File: src/rtl/hilo_muldiv.sv
// HI/LO multiply/divide unit: iterative signed/unsigned MULT/DIV, MTHI/MTLO, MFHI/MFLO read port.
// Optional MD_FAST_MUL_EN: single-cycle combinational multiply; division stays iterative.
`timescale 1ns/1ps

// state | meaning
// IDLE  | waiting for an op; MTHI/MTLO complete here
// MUL   | shift-add multiply, one multiplier bit per edge
// DIV   | restoring divide, one quotient bit per edge
// FIX   | sign correction and HI/LO commit
module hilo_muldiv #(
  parameter int WIDTH = 32
) (
  input  logic             clk,
  input  logic             reset,
  input  logic             start,
  input  logic [2:0]       op,
  input  logic [WIDTH-1:0] src_a,
  input  logic [WIDTH-1:0] src_b,
  input  logic             flush,
  input  logic             mf_req,
  input  logic             mf_sel,
  output logic [WIDTH-1:0] read_data,
  output logic [WIDTH-1:0] HI,
  output logic [WIDTH-1:0] LO,
  output logic             busy,
  output logic             done,
  output logic             stall
);

  localparam int CW = $clog2(WIDTH);
  localparam logic [CW-1:0] LAST = CW'(WIDTH - 1);

  typedef enum logic [1:0] {S_IDLE, S_MUL, S_DIV, S_FIX} state_t;

  state_t             state_q, state_d;
  logic [2*WIDTH-1:0] acc_q, acc_d;
  logic [WIDTH-1:0]   opnd_q, opnd_d;
  logic [WIDTH-1:0]   hi_q, hi_d;
  logic [WIDTH-1:0]   lo_q, lo_d;
  logic [CW-1:0]      count_q, count_d;
  logic               neg_lo_q, neg_lo_d;
  logic               neg_hi_q, neg_hi_d;
  logic               is_div_q, is_div_d;
  logic               done_q, done_d;

  logic               op_mul, op_div, op_signed, neg_a, neg_b;
  logic [WIDTH-1:0]   abs_a, abs_b;
  logic [WIDTH:0]     mul_sum, div_trial;
  logic [2*WIDTH-1:0] prod_fix;
  logic [WIDTH-1:0]   quo_fix, rem_fix;

  assign op_mul    = (op == 3'b000) || (op == 3'b001);
  assign op_div    = (op == 3'b010) || (op == 3'b011);
  assign op_signed = ~op[0];
  assign neg_a     = op_signed & src_a[WIDTH-1];
  assign neg_b     = op_signed & src_b[WIDTH-1];
  assign abs_a     = neg_a ? -src_a : src_a;
  assign abs_b     = neg_b ? -src_b : src_b;

  assign mul_sum   = {1'b0, acc_q[2*WIDTH-1:WIDTH]} + {1'b0, (acc_q[0] ? opnd_q : '0)};
  assign div_trial = acc_q[2*WIDTH-1:WIDTH-1] - {1'b0, opnd_q};

  assign prod_fix  = neg_lo_q ? -acc_q : acc_q;
  assign quo_fix   = neg_lo_q ? -acc_q[WIDTH-1:0] : acc_q[WIDTH-1:0];
  assign rem_fix   = neg_hi_q ? -acc_q[2*WIDTH-1:WIDTH] : acc_q[2*WIDTH-1:WIDTH];

  always_comb begin
    state_d  = state_q;
    acc_d    = acc_q;
    opnd_d   = opnd_q;
    hi_d     = hi_q;
    lo_d     = lo_q;
    count_d  = count_q;
    neg_lo_d = neg_lo_q;
    neg_hi_d = neg_hi_q;
    is_div_d = is_div_q;
    done_d   = 1'b0;

    case (state_q)
      S_IDLE: begin
        if (start && !flush) begin
          if (op_mul) begin
            opnd_d   = abs_a;
            count_d  = '0;
            neg_lo_d = neg_a ^ neg_b;
            neg_hi_d = neg_a ^ neg_b;
            is_div_d = 1'b0;
`ifdef MD_FAST_MUL_EN
            acc_d    = {{WIDTH{1'b0}}, abs_a} * {{WIDTH{1'b0}}, abs_b};
            state_d  = S_FIX;
`else
            acc_d    = {{WIDTH{1'b0}}, abs_b};
            state_d  = S_MUL;
`endif
          end else if (op_div) begin
            opnd_d   = abs_b;
            acc_d    = {{WIDTH{1'b0}}, abs_a};
            count_d  = '0;
            // Divide-by-zero leaves the all-ones quotient un-negated.
            neg_lo_d = (neg_a ^ neg_b) & (src_b != '0);
            neg_hi_d = neg_a;
            is_div_d = 1'b1;
            state_d  = S_DIV;
          end else if (op == 3'b100) begin
            hi_d = src_a;
          end else if (op == 3'b101) begin
            lo_d = src_a;
          end
        end
      end
      S_MUL: begin
        acc_d   = {mul_sum, acc_q[WIDTH-1:1]};
        count_d = count_q + CW'(1);
        if (count_q == LAST) state_d = S_FIX;
      end
      S_DIV: begin
        if (!div_trial[WIDTH]) acc_d = {div_trial[WIDTH-1:0], acc_q[WIDTH-2:0], 1'b1};
        else                   acc_d = {acc_q[2*WIDTH-2:0], 1'b0};
        count_d = count_q + CW'(1);
        if (count_q == LAST) state_d = S_FIX;
      end
      S_FIX: begin
        if (is_div_q) begin
          lo_d = quo_fix;
          hi_d = rem_fix;
        end else begin
          lo_d = prod_fix[WIDTH-1:0];
          hi_d = prod_fix[2*WIDTH-1:WIDTH];
        end
        done_d  = 1'b1;
        state_d = S_IDLE;
      end
      default: state_d = S_IDLE;
    endcase

    // A squash abandons the op without touching HI/LO, including at commit.
    if (flush && (state_q != S_IDLE)) begin
      state_d = S_IDLE;
      hi_d    = hi_q;
      lo_d    = lo_q;
      done_d  = 1'b0;
    end
  end

  always_ff @(posedge clk or posedge reset) begin
    if (reset) begin
      state_q  <= S_IDLE;
      acc_q    <= '0;
      opnd_q   <= '0;
      hi_q     <= '0;
      lo_q     <= '0;
      count_q  <= '0;
      neg_lo_q <= 1'b0;
      neg_hi_q <= 1'b0;
      is_div_q <= 1'b0;
      done_q   <= 1'b0;
    end else begin
      state_q  <= state_d;
      acc_q    <= acc_d;
      opnd_q   <= opnd_d;
      hi_q     <= hi_d;
      lo_q     <= lo_d;
      count_q  <= count_d;
      neg_lo_q <= neg_lo_d;
      neg_hi_q <= neg_hi_d;
      is_div_q <= is_div_d;
      done_q   <= done_d;
    end
  end

  assign busy      = (state_q != S_IDLE);
  assign done      = done_q;
  assign HI        = hi_q;
  assign LO        = lo_q;
  assign read_data = mf_sel ? hi_q : lo_q;
  assign stall     = busy & (start | mf_req);

endmodule
File: config.mk
export PLATFORM = sky130hd
export DESIGN_NAME = hilo_muldiv
export DESIGN_NICKNAME = d
export VERILOG_FILES = /design/src/rtl/hilo_muldiv.sv
export SDC_FILE = /design/constraint.sdc
export NUM_CORES = 1
export LEC_CHECK = 0
export BUFFER_PORTS_ARGS = -buffer_cell sky130_fd_sc_hd__buf_2
export CAP_MARGIN = 20
export CORE_MARGIN = 1
export CORE_UTILIZATION = 25
export DETAILED_ROUTE_END_ITERATION = 7
export PLACE_DENSITY = 0.47
export REMOVE_ABC_BUFFERS = 1
export SYNTH_ARGS = -nofsm -noshare
export SYNTH_HDL_FRONTEND = slang
export SYNTH_SLANG_ARGS = --single-unit
File: constraint.sdc
create_clock -name clk -period 4.38 [get_ports clk]
set_input_delay 0 -clock clk [delete_from_list [all_inputs] [get_ports clk]]
set_output_delay 0 -clock clk [all_outputs]
set_load 0.05 [all_outputs]
Word level (Yosys, flattened, before mapping)
Cells that the tools add are included.
{"block": "word_totals", "reg_bits": 171, "output_inout_bits": 99, "wordCells": 110, "input_bits": 73}
{"block": "classes", "n_mux": 45, "eq_ne": 19, "reduce_logical": 20, "bitwise_logic": 8, "n_addsub": 8}
{"op": "$mux 32", "n": 19}
{"op": "$mux 64", "n": 5}
{"op": "$pmux 64 s3", "n": 1}
{"op": "$neg 32->32", "n": 4}
{"op": "$pmux 32 s2", "n": 2}
{"op": "$neg 64->64", "n": 1}
{"op": "$add 32x32->33", "n": 1}
{"op": "$sub 33x32->33", "n": 1}
{"op": "$reduce_bool 32->1", "n": 1}
{"op": "$mux 5", "n": 3}
{"op": "$ne 2x2->1 const B", "n": 6}
{"op": "$reduce_and 3->1", "n": 4}
{"op": "$mux 2", "n": 5}
{"op": "$pmux 5 s2", "n": 1}
{"op": "$mux 1", "n": 8}
{"op": "$reduce_bool 2->1", "n": 4}
{"op": "$reduce_and 7->1", "n": 1}
{"op": "$eq 3x2->1 const B", "n": 2}
{"op": "$eq 3x3->1 const B", "n": 2}
{"op": "$ne 3x3->1 const B", "n": 2}
{"op": "$pmux 2 s3", "n": 1}
{"op": "$reduce_and 6->1", "n": 1}
{"op": "$add 5x1->5 const B", "n": 1}
{"op": "$eq 5x5->1 const B", "n": 1}
{"op": "other kinds (16)", "n": 23}

Logic depth before layout (Yosys ltp)
{"block": "depth", "depth_word": 7, "depth_mapped": 14, "mapped_depth_nobuf": 12}

Least setup slack after synthesis
No wires, ideal clock.
{"block": "synth_timing", "path_type": "flip-flop to flip-flop", "start": "register acc_q[32]", "end": "register acc_q[48]", "setup_time_ps": 132, "path_buffers": 2, "period_less_slack_ps": 3453, "stages_incl_launch_ff": 14, "t_required_ps": 4248, "setup_slack_ps": 927, "arrival_time_ps": 3321, "path_cell_list": "dfrtp_1 -> clkbuf_1 -> inv_1 -> fa_1 -> nand2b_1 -> a21oi_1 -> o22ai_1 -> o31a_1 -> nand3_1 -> a21oi_1 -> nor2_1 -> clkbuf_1 -> mux2i_1 -> o21ai_1"}
{"block": "synth_between", "elab_chain_cells": 3, "elab_cells_between_ends": 4, "classes_between": "2 x add/sub; 2 x mux"}
{"item": "from (decl)", "line": "36", "source": "logic [2*WIDTH-1:0] acc_q, acc_d;"}
{"item": "from (signal assigned)", "line": "148", "source": "acc_q <= '0;"}
{"item": "from (signal assigned)", "line": "159", "source": "acc_q <= acc_d;"}
{"item": "$sub 33x32->33", "line": "61", "source": "assign div_trial = acc_q[2*WIDTH-1:WIDTH-1] - {1'b0, opnd_q};"}
{"item": "$mux 64", "line": "117", "source": "if (!div_trial[WIDTH]) acc_d = {div_trial[WIDTH-1:0], acc_q[WIDTH-2:0], 1'b1};"}
{"item": "$pmux 64 s3 *", "line": "79", "source": "case (state_q)"}
Mark *: on every way between the ends. The rest lies on a longest branch, timed or not.
A chain may end at the register's enable or synchronous reset.

Worst setup path in the final report
{"block": "layout_timing", "start": "register acc_q[0]", "end": "register acc_q[44]"}
{"block": "layout_between", "elab_chain_cells": 3}
{"item": "$mux 32", "line": "60", "source": "assign mul_sum = {1'b0, acc_q[2*WIDTH-1:WIDTH]} + {1'b0, (acc_q[0] ? opnd_q : '0)};"}
{"item": "$add 32x32->33", "line": "60"}
{"item": "$pmux 64 s3", "line": "79"}
Every way passes these cells.

==> impl_metrics.yaml <==
synthesis:
  ys_types: 74
  synth_top_area_cell: "dfrtp_1"
  synth_common_cells: "a21oi_1, nor2_1, nand2_1"
  yosys.area.top_type_share_pct: 28.2
  synth_flop_cell: "dfrtp_1"
  synth_seq_cells: 171
  ys_async_sr_fraction_pct: 100
  yosys_warnings: 0
  synth_edf_count: 0
  syn-mean-instance-area_sq_um: 7.80
  syn_area_sq_um: 15200
  syn_inst: 1948
  yosysSeqAreaShare_pct: 28.2
  synth.area.top_cells: "dfrtp_1, a21oi_1, ha_1"
  yosysMostFrequentCell: "a21oi_1"
timing:
  fin_skew_ps: 16.5
  slew-limit-headroom_pct: 31.0
  fin_crit_sh_pct: 89.0
  final_hold_viol_count: 0
  tightest_slew_ps: 1030
  grt_setup_unrepaired: "false"
  drv_slew: 0
  setup_slack_ps: 483
  max_freq_ghz: 0.257
  hold-worst-slack_ps: 14.0
  finalSetupViolCount: 0
  min_period_ps: 3900
clocking:
  path_clk_slew_ps: 80
  cts_resized: 0
  root_buffer: "clkbuf_16"
  cts_sinks: 171
  clk-insertion-delay-late_ps: 460
  cts_tree: "done"
  numCtsBuffers: 17
  clockBufferDepth: 2
  ctsHtreeMaxLevel: 4
  postCtsSetupBuffers: 0
pwr:
  p_leak_nw: 7.85
  ir_drop_v: 0.000575
  p_per_area_nw_per_um2: 745
layout:
  fin_cells: 2916
  diodes: 0
  drive_above_1_share_pct: 15.1
  design_area_sq_um: 18200
  final_util_pct: 30.2
  fin_nets: 2271
  fillers: 6524
  area_growth_pct: 19.5
hold_path:
  holdPathEnd: "opnd_q[26]"
  hold-path-cell-count: 4
  min_from: "src_b[26]"
  min_path_type: "in2reg"
place:
  portBuffers: 171
  dp_slack_ps: 606
  dp_hpwl_mm: 49.1
  place_area_sq_um: 17100
  numPlacedInstances: 2839
  place_congestion: 0.964
critical_path:
  r2r_end: "acc_q[44]"
  startpoint_type: "flop"
  worst-r2r-setup-slack_ps: 480
  worst-r2r-cell-count: 11
  required_ps: 4700
  rr_startpoint: "acc_q[0]"
  worstSetupPathType: "reg2reg"
  critical_path_arrival_ps: 4220
  worstPathMaxFanout: 9
  cp-end-kind: "flop"
detailed_routing:
  drtIter0Drc: 1467
  drt_first_pass_iters: 6
  wl_per_cell_um: 22.1
  drc: 0
  via_per_inst: 5.47
  vias: 16000
  drt_wl_total_mm: 64.4
  route.antenna.remaining_nets: 0
run:
  drv_cap: 0
floorplanning:
  fp.coreArea_sq_um: 60200
  dieHeight_um: 249
  initial_utilization_pct: 25.2
  dieArea_sq_um: 61800
  dieWidth_um: 249
  rows: 90
  pin_count: 172
grt:
  antenna_found_initial: 0
  first_global_vias: 15500
  grt_use_total_pct: 20.4
  grt_pass1_wl_mm: 97.4
  grt_max_degree: 117
  overflow: 0
status:
  status: "finished, final reports clean"
[worst max-delay path, stage by stage, from the launching register on]
cell	delay, ps
dfrtp_1	430
clkinv_1	300
nor2_1	280
ha_1	270
a21oi_1	210
o211ai_1	300
o21ai_0	570
o31ai_1	220
a31oi_1	320
xnor2_1	190
a2111oi_0	560
o21ai_1	120
[placed cells by master (no fill, tap or decap), drive strengths merged, types with 45 or more instances in the layout]
cell,synthesis,routed
buf,15,235
o21ai,205,205
a21oi,190,190
nor2,186,186
nand2,174,174
dfrtp,171,171
xnor2,96,96
xor2,82,82
ha,75,75
inv,63,65
a22oi,48,48
dlygate4sd3,0,45
[worst max-delay path by stage]
stage                    start         to  slack [ps]  cells past startpoint
floorplan           state_q[0]   acc_q[0]       -1140                      9
finish                acc_q[0]  acc_q[44]         480                     11
global route          acc_q[0]  acc_q[44]         200                     11
CTS                   acc_q[0]  acc_q[44]         570                     11
global placement      acc_q[0]  acc_q[44]         660                     11
detailed placement    acc_q[0]  acc_q[44]         610                     11
[routing by layer]
| metal | vias up | track usage [%] | wire (um) |
|---|---|---|---|
| li1 | 7423 | - | - |
| met1 | 7852 | 27.9 | 29200 |
| met2 | 567 | 33.6 | 30000 |
| met3 | 113 | 1.72 | 3130 |
| met4 | 0 | 7.47 | 2090 |
| met5 | - | 0 | 0 |
[registers in the layout, summed over array words and instances (netlist names)]
register  count
LO           32
HI           32
done          1
acc_q        64
neg_hi_q      1
is_div_q      1
neg_lo_q      1
state_q       2
opnd_q       32
count_q       5
[logic make-up after synthesis]
family / synth area share, %
AOI/OAI and AO/OA: 27.8
and+or+nand+nor: 17.8
muxes: 4.74
adders and majority gates: 6.44
xor gates and xnor gates: 10.3
buffers and inverters: 4.80
DFF: 28.2
[through the flow]
step | power (W) | TNS (ps)
after floorplan | 0.00899 | -81090
after global placement | 0.0118 | 0
after detailed placement | 0.0118 | 0
after CTS | 0.0135 | 0
after global routing | 0.0144 | 0
final | 0.0135 | 0
[timing repair]
| item | CTS | global route |
|---|---|---|
| endpoints found under the hold margin | 173 | 0 |
| hold buffers | 45 | 0 |
| setup endpoints to repair | 0 | 0 |
[report_power, final]
part	leakage [nW]	internal [W]	switching, W	total [W]
combinational	5.39	0.00287	0.00597	0.00884
clock	0.291	0.000893	0.000743	0.00164
sequential	2.17	0.00224	0.000820	0.00306
[cell type report]
class | count | area (sq um) | area share, %
Clock buffer | 20 | 467 | 2.57
Clock inverter | 12 | 139 | 0.765
Inverter | 64 | 248 | 1.36
Multi-Input combinational cell | 1587 | 10200 | 56.4
Sequential cell | 171 | 4280 | 23.6
Tap cell | 782 | 978 | 5.39
Timing Repair Buffer | 280 | 1810 | 9.95
Power figures use the tool's default switching activity.
